==> src/rtl/wordle_input_conditioner.sv <==
// wordle_input_conditioner: synchronise/debounce ENTER, CLEAR and letter switches, emit pulses and a decoded letter
// Ports: clk, reset (async, active high); key_enter_n/key_clear_n raw active-low buttons;
//   switch_raw[9:3] one-hot slot ([9] = slot 0), [2:0] bank code; enter_pulse/clear_pulse one-cycle
//   confirmations; letter_code (0..25, 31 when invalid) and letter_valid decoded from switch_stable.
// Build option WORDLE_REJECT_INVALID_EN: adds reject_pulse, which replaces enter_pulse when the letter is invalid.

module wordle_key_debounce #(
  parameter int DEBOUNCE_CYCLES = 500000,
  parameter int CNT_W = 19
) (
  input  logic clk,
  input  logic reset,
  input  logic key_n_i,
  output logic fire_o
);
  typedef enum logic [2:0] {LOCKED, IDLE, PRESS_WAIT, PRESSED, RELEASE_WAIT} state_t;
  state_t state_q, state_d;
  logic [1:0] sync_q;
  logic [CNT_W-1:0] cnt_q, cnt_d;
  logic pressed, last;
  assign pressed = ~sync_q[1];
  assign last = cnt_q == CNT_W'(DEBOUNCE_CYCLES - 1);
  always_ff @(posedge clk or posedge reset)
    if (reset) begin
      sync_q <= 2'b11;
      state_q <= LOCKED;
      cnt_q <= '0;
    end else begin
      sync_q <= {sync_q[0], key_n_i};
      state_q <= state_d;
      cnt_q <= cnt_d;
    end
  // The counter only ever runs in the waiting states; every other transition clears it.
  always_comb begin
    state_d = state_q;
    cnt_d = '0;
    case (state_q)
      LOCKED:
        if (!pressed) begin
          state_d = last ? IDLE : LOCKED;
          cnt_d = last ? '0 : cnt_q + CNT_W'(1);
        end
      IDLE: if (pressed) state_d = PRESS_WAIT;
      PRESS_WAIT:
        if (!pressed) state_d = IDLE;
        else if (last) state_d = PRESSED;
        else cnt_d = cnt_q + CNT_W'(1);
      PRESSED: if (!pressed) state_d = RELEASE_WAIT;
      RELEASE_WAIT:
        if (pressed) state_d = PRESSED;
        else if (last) state_d = IDLE;
        else cnt_d = cnt_q + CNT_W'(1);
      default: state_d = LOCKED;
    endcase
  end
  always_comb fire_o = state_q == PRESS_WAIT && pressed && last;
endmodule

module wordle_input_conditioner #(
  parameter int DEBOUNCE_CYCLES = 500000,
  parameter int CNT_W = 19
) (
  input  logic       clk,
  input  logic       reset,
  input  logic       key_enter_n,
  input  logic       key_clear_n,
  input  logic [9:0] switch_raw,
  output logic       enter_pulse,
  output logic       clear_pulse,
  output logic [4:0] letter_code,
  output logic       letter_valid,
`ifdef WORDLE_REJECT_INVALID_EN
  output logic       reject_pulse,
`endif
  output logic [9:0] switch_stable
);
  logic enter_fire, clear_fire;
  logic [9:0] sw_s1_q, sw_s2_q, cand_q, stable_q, stable_d;
  logic [CNT_W-1:0] sw_cnt_q, sw_cnt_d;
  logic sw_diff, sw_last, sw_load;
  logic [4:0] code_q, code_d, sum;
  logic valid_q, valid_d, one_hot, bank_ok;
  logic [6:0] slots;
  logic [2:0] bank_raw, slot;
  logic [1:0] bank;
  logic enter_q, clear_q, pend_q, enter_req, enter_go, pend_d, enter_d;
`ifdef WORDLE_REJECT_INVALID_EN
  logic reject_q, reject_d;
`endif

  wordle_key_debounce #(.DEBOUNCE_CYCLES(DEBOUNCE_CYCLES), .CNT_W(CNT_W)) u_enter (
    .clk(clk), .reset(reset), .key_n_i(key_enter_n), .fire_o(enter_fire)
  );
  wordle_key_debounce #(.DEBOUNCE_CYCLES(DEBOUNCE_CYCLES), .CNT_W(CNT_W)) u_clear (
    .clk(clk), .reset(reset), .key_n_i(key_clear_n), .fire_o(clear_fire)
  );

  // The candidate always follows the synced vector; the counter saturates, and a load only
  // happens when it actually changes switch_stable, so two loads are never back to back.
  assign sw_diff = sw_s2_q != cand_q;
  assign sw_last = sw_cnt_q == CNT_W'(DEBOUNCE_CYCLES - 1);
  assign sw_load = !sw_diff && sw_last && cand_q != stable_q;
  assign sw_cnt_d = sw_diff ? '0 : sw_last ? sw_cnt_q : sw_cnt_q + CNT_W'(1);
  assign stable_d = sw_load ? cand_q : stable_q;

  always_comb begin
    slots = stable_q[9:3];
    bank_raw = stable_q[2:0];
    slot = '0;
    for (int i = 0; i < 7; i++) if (slots[i]) slot = 3'(6 - i);
    one_hot = slots != '0 && (slots & (slots - 7'd1)) == '0;
    bank_ok = bank_raw inside {3'b000, 3'b001, 3'b010, 3'b100};
    bank = bank_raw[2] ? 2'd3 : bank_raw[1] ? 2'd2 : {1'b0, bank_raw[0]};
    sum = 5'(bank) * 5'd7 + 5'(slot);
    valid_d = one_hot && bank_ok && sum <= 5'd25;
    code_d = valid_d ? sum : 5'd31;
  end

  // CLEAR wins a tie and kills the ENTER request (including a deferred one); an ENTER that
  // lands on a switch_stable update is held back by one cycle.
  assign enter_req = (enter_fire | pend_q) & ~clear_fire;
  assign enter_go = enter_req & ~sw_load;
  assign pend_d = enter_req & sw_load;
`ifdef WORDLE_REJECT_INVALID_EN
  // valid_d is the letter_valid shown during the cycle the pulse is visible.
  assign enter_d = enter_go & valid_d;
  assign reject_d = enter_go & ~valid_d;
`else
  assign enter_d = enter_go;
`endif

  always_ff @(posedge clk or posedge reset)
    if (reset) begin
      sw_s1_q <= '0;
      sw_s2_q <= '0;
      cand_q <= '0;
      sw_cnt_q <= '0;
      stable_q <= '0;
      code_q <= 5'd31;
      valid_q <= 1'b0;
      enter_q <= 1'b0;
      clear_q <= 1'b0;
      pend_q <= 1'b0;
`ifdef WORDLE_REJECT_INVALID_EN
      reject_q <= 1'b0;
`endif
    end else begin
      sw_s1_q <= switch_raw;
      sw_s2_q <= sw_s1_q;
      cand_q <= sw_s2_q;
      sw_cnt_q <= sw_cnt_d;
      stable_q <= stable_d;
      code_q <= code_d;
      valid_q <= valid_d;
      enter_q <= enter_d;
      clear_q <= clear_fire;
      pend_q <= pend_d;
`ifdef WORDLE_REJECT_INVALID_EN
      reject_q <= reject_d;
`endif
    end

  assign enter_pulse = enter_q;
  assign clear_pulse = clear_q;
  assign letter_code = code_q;
  assign letter_valid = valid_q;
  assign switch_stable = stable_q;
`ifdef WORDLE_REJECT_INVALID_EN
  assign reject_pulse = reject_q;
`endif
endmodule

==> config.mk <==
export PLATFORM = sky130hd
export DESIGN_NAME = wordle_input_conditioner
export DESIGN_NICKNAME = d
export VERILOG_FILES = /design/src/rtl/wordle_input_conditioner.sv
export SDC_FILE = /design/constraint.sdc
export NUM_CORES = 1
export LEC_CHECK = 0
export ABC_CLOCK_PERIOD_IN_PS = 3500
export CAP_MARGIN = 5
export CORE_MARGIN = 4
export CORE_UTILIZATION = 35
export CTS_BUF_LIST = sky130_fd_sc_hd__clkbuf_2 sky130_fd_sc_hd__clkbuf_4 sky130_fd_sc_hd__clkbuf_8
export DETAILED_ROUTE_END_ITERATION = 10
export GPL_ROUTABILITY_DRIVEN = 0
export PLACE_DENSITY = 0.64
export SLEW_MARGIN = 0
export SYNTH_ARGS = -nofsm -noshare
export SYNTH_HDL_FRONTEND = slang
export SYNTH_HIERARCHICAL = 1
export SYNTH_SLANG_ARGS = --single-unit
==> constraint.sdc <==
create_clock -name clk -period 3.5 [get_ports clk]
set_input_delay 0.7 -clock clk [delete_from_list [all_inputs] [get_ports clk]]
set_output_delay 0.7 -clock clk [all_outputs]
set_load 0.05 [all_outputs]
==> summary.md <==
| Metric | Value |
|---|---|
| Run status | `finished, final reports clean` |
| CTS tree | `built` |
| Mean Syn Cell Area | `10.8 µm²` |
| Maximum clock skew at final layout | `0.0118 ns` |
| Layout cell share with drive strength beyond 1 | `0.138` |
| Share of flip-flops with an asynchronous set or reset | `1.00` |
| Clock tree sinks | `116` |
| Number of CTS-inserted buffers | `17` |
| Total setup buffers inserted after CTS | `0` |
| Maximum number of pins on one net before global-route repair | `69` |
| Worst-margin pin slew | `0.924 ns` |
| FILL cells | `1433` |
| Crit end category | `flip-flop` |
| Worst IR drop on VDD | `0.000213 V` |
| CTS H-tree lvls | `4` |
| Post-route non-filler standard cell count | `739` |
| Crit-path max FO | `7` |
| Number of synthesized register bits | `116` |
| Top cells by area in the synthesized netlist | `sky130_fd_sc_hd__dfrtp_1, sky130_fd_sc_hd__xor2_1, sky130_fd_sc_hd__dfstp_2` |
| Yosys top cell area share | `0.492` |
| Maximum clock path buffer count | `2` |
| Site row count | `45` |
| Final setup fails | `0` |
| Io pins | `32` |
| Highest-count cells in the layout ignoring fill and taps | `sky130_fd_sc_hd__dfrtp_1, sky130_fd_sc_hd__nor2_1, sky130_fd_sc_hd__xor2_1, sky130_fd_sc_hd__clkdlybuf4s50_1, sky130_fd_sc_hd__nand2_1` |
| Final worst path period share | `0.906` |
| Number of nets produced by synthesis | `527` |
| Layout Nets | `562` |
| LEAKAGE | `2.56 nW` |
| Synthesis warning total | `6` |
| Worst setup endpoint | `letter_code[0]` |
| Via count of the first global-routing pass | `3740` |
| Multi-input logic area | `0.00237 mm²` |
| Final Hold Viols | `0` |
| Total of buffers placed on input and output ports | `31` |
| Core area | `0.0152 mm²` |
| Finished Cell Area | `0.00635 mm²` |
| Antenna violations before repair | `0` |
| DRT iter0 DRCs | `223` |
| Number of remaining DRC errors | `0` |
| Clock root buffer master | `sky130_fd_sc_hd__clkbuf_8` |
| Distinct cell type count of the synthesized netlist | `55` |
| Logic depth of the worst register-to-register path | `12` |
| Relative slew margins | `0.383` |
| Clock transition time at the flip-flop clock pins of the worst setup and hold paths | `0.07 ns` |
| Register area share after synthesis | `0.535` |
| DR pass1 iterations | `4` |
| Critical R2R Launch | `switch_stable[6]` |
| Yosys top cell by area | `sky130_fd_sc_hd__dfrtp_1` |
| GR Overflow Total | `0` |
| Type of the worst setup path | `reg2reg` |
| Cell area after synthesis | `0.00544 mm²` |
| Placed cell count | `707` |
| Effective utilization at floorplan | `0.358` |
| Die Width | `133 µm` |
| Worst path required time | `3.85 ns` |
| Most common cell after layout, fill and taps aside | `sky130_fd_sc_hd__dfrtp_1` |
| Class of the most critical hold timing path | `reg2reg` |
| Y dimension of the die | `133 µm` |
| Die Area | `0.0176 mm²` |
| CP Launch Point | `switch_stable[6]` |
| Post-detailed-routing wire length | `10000 µm` |
| Area taken by flip-flops and latches | `0.00291 mm²` |
| PD cells | `477 mW/mm²` |
| Max-slew violation total from the final report | `0` |
| Number of vias in the routed layout | `3732` |
| Post-layout total power | `3.03 mW` |
| Layout Area Growth over Synthesis | `16.7%` |
| Average detailed-routed wire length per instance | `13.6 µm` |
| Setup TNS after final layout | `0 ns` |
| Number of buffers inserted by hold repair at cts | `0` |
| Max Clock Freq | `315 MHz` |
| Critical path arrival | `3.52 ns` |
| Post-placement cell area | `0.00592 mm²` |
| Antenna viol nets, final | `0` |
| Dominant synthesized flop cell | `sky130_fd_sc_hd__dfrtp_1` |
| EDFF count, synth | `0` |
| Unrepaired setup endpoints after global routing | `no` |
| GR Util All Layers | `0.124` |
| Capture point of the worst reg-to-reg path | `letter_code[0]` |
| Final critical-path required period | `3.17 ns` |
| Type of origin of the critical path | `flip-flop` |
| Number of diodes | `0` |
| Max capacitance violation total | `0` |
| Smallest hold slack | `0.347 ns` |
| Setup slack on the worst flop-to-flop path | `0.33 ns` |
| Detailed-placement wirelength estimate | `7000 µm` |
| Number of instances resized during post-cts repair | `0` |
| Synthesized instance count | `503` |
| Insertion delay to the later sink of the worst-skew pair | `0.44 ns` |
| Vias per cell | `5.05` |
| Wire length of the first global-routing pass | `17800 µm` |
## metal layers
| layer | track usage | vias up | wire length [µm] |
|---|---|---|---|
| li1 | - | 1839 | - |
| met4 | 0.0514 | 0 | 160 |
| met3 | 0.0403 | 18 | 349 |
| met5 | 0 | - | 0 |
| met2 | 0.201 | 54 | 4990 |
| met1 | 0.154 | 1821 | 4540 |
## power by group
group / leakage (nW) / switching, mW / internal [mW]
clock: 0.209 / 0.576 / 0.730
sequential: 1.51 / 0.0850 / 1.40
combinational: 0.844 / 0.134 / 0.104
## stage by stage
step,utilization,worst slack (ns)
after floorplan,-,0.355
after CTS,0.418,0.298
after detailed placement,0.390,0.305
after global placement,0.390,0.430
after global routing,0.418,0.0892
final,0.418,0.330
## worst max-delay path: stages, from the launching register on
cell	delay (ns)
sky130_fd_sc_hd__dfrtp_1	0.45
sky130_fd_sc_hd__or2_2	0.36
sky130_fd_sc_hd__o21ai_0	0.24
sky130_fd_sc_hd__fa_1	0.45
sky130_fd_sc_hd__inv_1	0.07
sky130_fd_sc_hd__ha_1	0.16
sky130_fd_sc_hd__inv_1	0.05
sky130_fd_sc_hd__fa_1	0.40
sky130_fd_sc_hd__xnor2_1	0.16
sky130_fd_sc_hd__nand2_1	0.07
sky130_fd_sc_hd__a21oi_1	0.07
sky130_fd_sc_hd__nor4_2	0.50
sky130_fd_sc_hd__nand2b_1	0.12
## worst min-delay path by stage
stage          startpoint          to  slack [ns]  cells after the start
3_3_place_gp   sw_s1_q[7]  sw_s2_q[7]        0.33                      0
5_1_grt        sw_s1_q[5]  sw_s2_q[5]        0.35                      0
2_1_floorplan  sw_s1_q[0]  sw_s2_q[0]        0.33                      0
4_1_cts        sw_s1_q[7]  sw_s2_q[7]        0.35                      0
3_5_place_dp   sw_s1_q[7]  sw_s2_q[7]        0.33                      0
6_report       sw_s1_q[9]  sw_s2_q[9]        0.35                      0
## area by class of cell
type                    instances  area share
clock inverters                14      0.0284
multi-input cells             351       0.373
flip-flops and latches        116       0.459
clock buffers                  18      0.0390
repair buffers                 35      0.0536
inverters                      17      0.0100
well taps                     188      0.0370
## cell usage after synthesis (10+ instances only)
cell and instances:
sky130_fd_sc_hd__nand3_1 13, sky130_fd_sc_hd__dfrtp_1 107, sky130_fd_sc_hd__o21ai_0 14, sky130_fd_sc_hd__nand4_1 19, sky130_fd_sc_hd__inv_1 17, sky130_fd_sc_hd__nor2_1 63, sky130_fd_sc_hd__a21oi_1 15, sky130_fd_sc_hd__xnor2_1 23
sky130_fd_sc_hd__buf_2 12, sky130_fd_sc_hd__mux2_2 10, sky130_fd_sc_hd__xor2_1 39, sky130_fd_sc_hd__nand2_1 27
## cell families (layout without fill, tap and decap cells)
| family | Yosys count | count (layout) | synth area share |
|---|---|---|---|
| compound gates | 52 | 52 | 0.0586 |
| xor+xnor | 62 | 62 | 0.0998 |
| fa+ha+maj | 11 | 11 | 0.0290 |
| buf+inv | 36 | 84 | 0.0290 |
| flops | 116 | 116 | 0.535 |
| mux | 11 | 11 | 0.0225 |
| simple gates | 215 | 215 | 0.226 |
## state kept, by name (all words and copies together), names as in the netlist, 2 cells and up
signal,count
u_enter/state_q,3
sw_cnt_q,19
u_clear/cnt_q,19
u_clear/state_q,3
u_enter/cnt_q,19
letter_code,5
cand_q,10
u_enter/sync_q,2
sw_s1_q,10
u_clear/sync_q,2
switch_stable,10
sw_s2_q,10
(Power assumes the default switching activity.)
